--- config.mk ---
export PLATFORM = sky130hd
export DESIGN_NAME = mem_stage_lsu_flat
export DESIGN_NICKNAME = d
export VERILOG_FILES = /design/src/rtl/mem_stage_lsu_if.sv /design/src/rtl/mem_stage_lsu.sv /design/src/flat_wrapper.sv
export SDC_FILE = /design/constraint.sdc
export NUM_CORES = 1
export LEC_CHECK = 0
export CAP_MARGIN = 20
export CORE_AREA = 2 2 127 129
export CTS_BUF_LIST = sky130_fd_sc_hd__clkbuf_4 sky130_fd_sc_hd__clkbuf_8
export DETAILED_ROUTE_END_ITERATION = 10
export DIE_AREA = 0 0 129 131
export PLACE_DENSITY = 0.58
export RECOVER_POWER = 100
export SYNTH_ARGS = -nofsm -noshare
export SYNTH_HDL_FRONTEND = slang
export SYNTH_SLANG_ARGS = --single-unit
--- constraint.sdc ---
create_clock -name clk -period 5.4 [get_ports clk]
set_clock_uncertainty 0.15 [all_clocks]
set_input_delay 1.08 -clock clk [delete_from_list [all_inputs] [get_ports clk]]
set_output_delay 1.08 -clock clk [all_outputs]
set_load 0.02 [all_outputs]
--- src/rtl/mem_stage_lsu_if.sv ---
// EX/MEM instruction slot, data-memory bus and MEM/WB result bundle for mem_stage_lsu.
// The LSU takes the slave view; the pipeline/memory environment takes the master view.
interface mem_stage_lsu_if;
  logic        ex_valid;
  logic [31:0] ex_alu_result;
  logic [31:0] ex_store_data;
  logic        ex_mem_read;
  logic        ex_mem_write;
  logic [1:0]  ex_size;
  logic        ex_unsigned;
  logic        ex_reg_write;
  logic [4:0]  ex_rd;
  logic        stall;
  logic        flush;
  logic [31:0] dm_addr;
  logic        dm_we;
  logic [31:0] dm_wd;
  logic [31:0] dm_rd;
  logic        wb_valid;
  logic        wb_reg_write;
  logic [4:0]  wb_rd;
  logic [31:0] wb_data;
  logic        misalign;
  logic [31:0] misalign_addr;

  modport slave (
    input  ex_valid, ex_alu_result, ex_store_data, ex_mem_read, ex_mem_write,
    input  ex_size, ex_unsigned, ex_reg_write, ex_rd, stall, flush, dm_rd,
    output dm_addr, dm_we, dm_wd,
    output wb_valid, wb_reg_write, wb_rd, wb_data, misalign, misalign_addr
  );

  modport master (
    output ex_valid, ex_alu_result, ex_store_data, ex_mem_read, ex_mem_write,
    output ex_size, ex_unsigned, ex_reg_write, ex_rd, stall, flush, dm_rd,
    input  dm_addr, dm_we, dm_wd,
    input  wb_valid, wb_reg_write, wb_rd, wb_data, misalign, misalign_addr
  );
endinterface

--- src/rtl/mem_stage_lsu.sv ---
// Load/store unit and MEM/WB pipeline register: sub-word load extraction, read-merge-write stores.
// Optional feature macro MEM_STAGE_MISALIGN_TRAP_EN enables misaligned-access trapping.
module mem_stage_lsu (
  input  logic           clk,
  input  logic           rst,
  mem_stage_lsu_if.slave lsu
);

  function automatic logic [31:0] load_extract(
    input logic [31:0] word,
    input logic [1:0]  lane,
    input logic [1:0]  size,
    input logic        uns
  );
    logic signed [7:0]  b_s;
    logic signed [15:0] h_s;
    logic signed [31:0] ext_s;
    logic [31:0]        r;
    b_s = word[{lane, 3'b000} +: 8];
    h_s = word[{lane[1], 4'b0000} +: 16];
    r   = word;
    case (size)
      2'b00: begin
        ext_s = b_s;
        if (uns) r = {24'd0, b_s};
        else     r = ext_s;
      end
      2'b01: begin
        ext_s = h_s;
        if (uns) r = {16'd0, h_s};
        else     r = ext_s;
      end
      default: r = word;
    endcase
    return r;
  endfunction

  // Sub-word stores overwrite one lane of the current word; dm_rd is asynchronous so this fits in one cycle.
  function automatic logic [31:0] store_merge(
    input logic [31:0] word,
    input logic [31:0] data,
    input logic [1:0]  lane,
    input logic [1:0]  size
  );
    logic [31:0] r;
    r = word;
    case (size)
      2'b00:   r[{lane, 3'b000} +: 8]     = data[7:0];
      2'b01:   r[{lane[1], 4'b0000} +: 16] = data[15:0];
      default: r = data;
    endcase
    return r;
  endfunction

  logic [31:0] addr;
  logic        live;
  logic        fault;
  logic        hold;
  logic [31:0] load_data;
  logic [31:0] result;

  logic        wb_valid_d,     wb_valid_q;
  logic        wb_reg_write_d, wb_reg_write_q;
  logic [4:0]  wb_rd_d,        wb_rd_q;
  logic [31:0] wb_data_d,      wb_data_q;

  assign addr = lsu.ex_alu_result;
  assign live = lsu.ex_valid & ~lsu.flush;
  assign hold = lsu.stall & ~lsu.flush;

  assign load_data = load_extract(lsu.dm_rd, addr[1:0], lsu.ex_size, lsu.ex_unsigned);
  assign result    = lsu.ex_mem_read ? load_data : addr;

  assign lsu.dm_addr = addr;
  assign lsu.dm_wd   = store_merge(lsu.dm_rd, lsu.ex_store_data, addr[1:0], lsu.ex_size);
  assign lsu.dm_we   = live & lsu.ex_mem_write & ~lsu.stall & ~fault;

  always_comb begin
    wb_valid_d     = live;
    wb_reg_write_d = live & lsu.ex_reg_write & ~fault;
    wb_rd_d        = lsu.ex_rd;
    wb_data_d      = result;
  end

  // MEM -> WB boundary; a flush while stalled still advances so the bubble lands in WB.
  always_ff @(posedge clk) begin
    if (rst) begin
      wb_valid_q     <= 1'b0;
      wb_reg_write_q <= 1'b0;
      wb_rd_q        <= 5'd0;
      wb_data_q      <= 32'd0;
    end else if (!hold) begin
      wb_valid_q     <= wb_valid_d;
      wb_reg_write_q <= wb_reg_write_d;
      wb_rd_q        <= wb_rd_d;
      wb_data_q      <= wb_data_d;
    end
  end

  assign lsu.wb_valid     = wb_valid_q;
  assign lsu.wb_reg_write = wb_reg_write_q;
  assign lsu.wb_rd        = wb_rd_q;
  assign lsu.wb_data      = wb_data_q;

`ifdef MEM_STAGE_MISALIGN_TRAP_EN
  logic        misaligned;
  logic        misalign_d,      misalign_q;
  logic [31:0] misalign_addr_d, misalign_addr_q;

  always_comb begin
    misaligned = 1'b0;
    case (lsu.ex_size)
      2'b00:   misaligned = 1'b0;
      2'b01:   misaligned = addr[0];
      default: misaligned = |addr[1:0];
    endcase
  end

  assign fault = misaligned & (lsu.ex_mem_read | lsu.ex_mem_write);

  always_comb begin
    misalign_d      = live & fault;
    misalign_addr_d = misalign_addr_q;
    if (live & fault) misalign_addr_d = addr;
  end

  // Pulse is cleared while held so a stalled faulting access reports only once.
  always_ff @(posedge clk) begin
    if (rst) begin
      misalign_q      <= 1'b0;
      misalign_addr_q <= 32'd0;
    end else if (hold) begin
      misalign_q      <= 1'b0;
    end else begin
      misalign_q      <= misalign_d;
      misalign_addr_q <= misalign_addr_d;
    end
  end

  assign lsu.misalign      = misalign_q;
  assign lsu.misalign_addr = misalign_addr_q;
`else
  assign fault             = 1'b0;
  assign lsu.misalign      = 1'b0;
  assign lsu.misalign_addr = 32'd0;
`endif

endmodule
--- src/flat_wrapper.sv ---
// flat-port wrapper written by rule: the top's interface ports become plain ports
module mem_stage_lsu_flat 
  (clk, rst, lsu_ex_valid, lsu_ex_alu_result, lsu_ex_store_data, lsu_ex_mem_read, lsu_ex_mem_write, lsu_ex_size, lsu_ex_unsigned, lsu_ex_reg_write, lsu_ex_rd, lsu_stall, lsu_flush, lsu_dm_rd, lsu_dm_addr, lsu_dm_we, lsu_dm_wd, lsu_wb_valid, lsu_wb_reg_write, lsu_wb_rd, lsu_wb_data, lsu_misalign, lsu_misalign_addr);
  mem_stage_lsu_if lsu_i ();
  input  logic clk;
  input  logic rst;
  input wire logic [$bits(lsu_i.ex_valid)-1:0] lsu_ex_valid;
  input wire logic [$bits(lsu_i.ex_alu_result)-1:0] lsu_ex_alu_result;
  input wire logic [$bits(lsu_i.ex_store_data)-1:0] lsu_ex_store_data;
  input wire logic [$bits(lsu_i.ex_mem_read)-1:0] lsu_ex_mem_read;
  input wire logic [$bits(lsu_i.ex_mem_write)-1:0] lsu_ex_mem_write;
  input wire logic [$bits(lsu_i.ex_size)-1:0] lsu_ex_size;
  input wire logic [$bits(lsu_i.ex_unsigned)-1:0] lsu_ex_unsigned;
  input wire logic [$bits(lsu_i.ex_reg_write)-1:0] lsu_ex_reg_write;
  input wire logic [$bits(lsu_i.ex_rd)-1:0] lsu_ex_rd;
  input wire logic [$bits(lsu_i.stall)-1:0] lsu_stall;
  input wire logic [$bits(lsu_i.flush)-1:0] lsu_flush;
  input wire logic [$bits(lsu_i.dm_rd)-1:0] lsu_dm_rd;
  output wire logic [$bits(lsu_i.dm_addr)-1:0] lsu_dm_addr;
  output wire logic [$bits(lsu_i.dm_we)-1:0] lsu_dm_we;
  output wire logic [$bits(lsu_i.dm_wd)-1:0] lsu_dm_wd;
  output wire logic [$bits(lsu_i.wb_valid)-1:0] lsu_wb_valid;
  output wire logic [$bits(lsu_i.wb_reg_write)-1:0] lsu_wb_reg_write;
  output wire logic [$bits(lsu_i.wb_rd)-1:0] lsu_wb_rd;
  output wire logic [$bits(lsu_i.wb_data)-1:0] lsu_wb_data;
  output wire logic [$bits(lsu_i.misalign)-1:0] lsu_misalign;
  output wire logic [$bits(lsu_i.misalign_addr)-1:0] lsu_misalign_addr;
  assign lsu_i.ex_valid = lsu_ex_valid;
  assign lsu_i.ex_alu_result = lsu_ex_alu_result;
  assign lsu_i.ex_store_data = lsu_ex_store_data;
  assign lsu_i.ex_mem_read = lsu_ex_mem_read;
  assign lsu_i.ex_mem_write = lsu_ex_mem_write;
  assign lsu_i.ex_size = lsu_ex_size;
  assign lsu_i.ex_unsigned = lsu_ex_unsigned;
  assign lsu_i.ex_reg_write = lsu_ex_reg_write;
  assign lsu_i.ex_rd = lsu_ex_rd;
  assign lsu_i.stall = lsu_stall;
  assign lsu_i.flush = lsu_flush;
  assign lsu_i.dm_rd = lsu_dm_rd;
  assign lsu_dm_addr = lsu_i.dm_addr;
  assign lsu_dm_we = lsu_i.dm_we;
  assign lsu_dm_wd = lsu_i.dm_wd;
  assign lsu_wb_valid = lsu_i.wb_valid;
  assign lsu_wb_reg_write = lsu_i.wb_reg_write;
  assign lsu_wb_rd = lsu_i.wb_rd;
  assign lsu_wb_data = lsu_i.wb_data;
  assign lsu_misalign = lsu_i.misalign;
  assign lsu_misalign_addr = lsu_i.misalign_addr;
  mem_stage_lsu u_core (.clk(clk), .rst(rst), .lsu(lsu_i));
endmodule
==> impl_results.md <==
* Total CTS buffers at 5
* 1st-iter DRT viols at 265
* Post-Layout Cell Count at 865
* CP top delay family: buffers and inverters
* Sequential fraction of the synthesis area at 0.214
* Pre-antenna DRT Iters at 5
* Top post-synthesis cells by count: nand2_1 (85), buf_4 (68), o21ai_0 (42)
* Die Width at 129 um
* Worst path required time at 4.17 ns
* Syn Std Cell Area at 3640 um^2
* Hold Path End: u_core.lsu.wb_rd[3]
* Area growth from synthesis to layout at 55.3%
* Final hold vios at 0
* Initial antenna violation count at 0
* Die H at 131 um
* CP max FO at 12
* Reg-to-Reg End: u_core.lsu.wb_data[24]
* Slew HR at 0.164
* Post-synth top area cell: dfxtp_1
* Setup Buffers After CTS at 0
* Mapped Cells at 484
* Sw Ratio at 0.390
* Register-to-register setup slack at 4.47 ns
* Finished Core Util at 0.363
* H-tree Lvls at 2
* Final Setup Violations at 0
* Ys async rst share at 0
* CTS sink cnt at 39
* Dpl hpwl at 14,100 um
* Post-route ant nets at 0
* Fill count at 1,678
* Worst skew pair latency at 0.30 ns
* CTS tree: yes
* ANT cells at 0
* Core Area at 15,600 um^2
* Tmin final at 5.16 ns
* Sequential share of power at 0.314
* RSZ-0062 raised after global routing: no
* Yosys cell types at 58
* Vias in the first global route at 4,332
* Longest Clk Path Bufs at 2
* CP peak stage delay at 0.70 ns
* Worst path arrival time at 3.93 ns
* Worst Hold Class: register to register
* Most numerous cell in the Yosys netlist: nand2_1
* Worst-margin pin slew at 1.25 ns
* CP startpoint kind: input port
* Hold_buf cts at 0
* Leakage at 2.24 nW
* Placed insts at 856
* WL final at 17,600 um
* Wire per inst at 20.4 um
* Via/cell ratio at 4.99
* Crit end category: output pin
* Yosys top cell area share at 0.214
* Via count at 4,313
* Top cells by area, synth: dfxtp_1 (21%), buf_4 (14%), nand2_1 (8.8%)
* Total GRT Usage at 0.204
* Pins over their slew limit at 0
* Clock power frac at 0.202
* Number of synthesized flops with an enable pin at 0
* CP cell instances: clkdlybuf4s50_1, and2_0, a211oi_2, a221o_1, dlygate4sd3_1
* Final period util at 0.955
* Avg Inst Size Synth at 7.53 um^2
* Initial Util at 0.234
* IO Count at 249
* Max Cap Violations at 0
* Internal at 0.623 mW
* Reg2Reg Depth at 3
* Hold-critical path depth at 2
* DRC violations left at 0
* Grt total ovfl at 0
* Power Dens Cells at 180 nW/um^2
* Crit-path slowest cell: dlygate4sd3_1
* Post-CTS sizing at 0
* Status: complete, no violations
* DIE AREA at 16,900 um^2
* First-pass GRT wire length at 25,800 um
* Crit path depth at 5
* Ys flop type: dfxtp_1
* Critical path class: input port to output pin
* Fmax at 194 MHz
* Nets@finish at 765
* WHS at 0.300 ns
* Rows at 46
* CP Buf/Inv Count at 2
* P_sw at 0.398 mW
* Yosys warning count at 0
* Worst-path clk slew at 0.08 ns
* Min-Delay Startpoint: u_core.lsu.wb_rd[3]
* Fin Setup TNS at 0 ns
* Part of the power in combinational logic at 0.484
* Root buffer cell: clkbuf_8
* Port bufs at 215
* Ratio of cells with drive above 1 in the final layout at 0.0693
* GP Congestion at 0.908
* Seq cells post-synth at 39
* Largest net degree at the start of global routing at 62
* RR Startpoint: u_core.lsu.wb_data[24]
* Worst VDD drop at 0.0000832 V
[logic make-up after synthesis]
| group | count (synthesis) | share of synthesized area |
|---|---|---|
| other cells | 1 | 0.00103 |
| mux | 12 | 0.0347 |
| flops | 39 | 0.214 |
| buf+inv | 108 | 0.187 |
| compound gates | 167 | 0.346 |
| fa+ha+maj | 5 | 0.0172 |
| simple gates | 152 | 0.199 |
[state kept, by name (all words and copies together), names as in the netlist]
signal and flops:
u_core.lsu.wb_data 32, u_core.lsu.wb_rd 5, u_core.lsu.wb_reg_write 1, u_core.lsu.wb_valid 1
[cell type report]
cell class	count	area (um^2)	share of cell area
multi-input combinational	369	2300	0.407
timing repair buffer	226	2190	0.387
sequential	39	781	0.138
tap	216	270	0.0478
clock buffer	6	76.3	0.0135
inverter	7	26.3	0.00464
clock inverter	2	12.5	0.00221
[per-layer routing]
| layer | global-route usage | wire length [um] | vias up |
|---|---|---|---|
| li1 | - | - | 2013 |
| met1 | 0.259 | 7540 | 2051 |
| met2 | 0.351 | 8270 | 228 |
| met3 | 0.0493 | 1530 | 21 |
| met4 | 0.0441 | 298 | 0 |
| met5 | 0 | 0 | - |
[stage by stage]
step           power, mW  cell area, um^2  setup slack [ns]
2_1_floorplan      0.611             3760              1.27
3_3_place_gp       0.841             5580             0.430
3_5_place_dp       0.845             5580             0.395
4_1_cts             1.06             5670             0.390
5_1_grt             1.08             5660             0.106
6_report            1.02             5660             0.244
[cells in the final DEF (no fill, tap or decap), drive strengths merged, types with 2 or more instances in the layout]
cell type and count:
nand3 16, o211ai 7, o22a 6, a211oi 8
a22oi 18, inv 7, buf 14, nor2b 10
nand2 85, a2bb2oi 16, a311oi 2, nand2b 2
nor2 12, clkdlybuf4s50 112, a221oi 7, a221o 8
clkbuf 11, mux2i 10, and2 2, a22o 9
ha 5, dfxtp 39, o21ai 45, or3 7
o22ai 7, nor3 5, conb 33, o221ai 6
dlygate4sd3 95, mux2 2, and3 5, a21oi 22
nor3b 3
[tightest hold or removal path: stages, from the launching register on]
cell and delay [ns]:
dfxtp_1 0.31, nand2_1 0.05, a21oi_1 0.05
[power by group through the flow]
| stage | Combinational [mW] | Clock (mW) | Sequential (mW) |
|---|---|---|---|
| detailed placement | 0.516 | 0 | 0.329 |
| global route | 0.528 | 0.231 | 0.324 |
| finish | 0.494 | 0.207 | 0.321 |
| global placement | 0.513 | 0 | 0.328 |
| CTS | 0.518 | 0.219 | 0.322 |
| floorplan | 0.256 | 0 | 0.355 |
[worst max-delay path by stage]
stage	to	from	slack [ns]
global route	lsu_dm_wd[20]	lsu_ex_size[0]	0.11
global placement	lsu_dm_wd[10]	lsu_ex_alu_result[1]	0.43
floorplan	lsu_dm_wd[10]	lsu_ex_alu_result[1]	1.27
CTS	lsu_dm_wd[6]	lsu_ex_size[0]	0.39
finish	lsu_dm_wd[29]	lsu_ex_size[0]	0.24
detailed placement	lsu_dm_wd[6]	lsu_ex_size[0]	0.39
(Power assumes the default switching activity.)
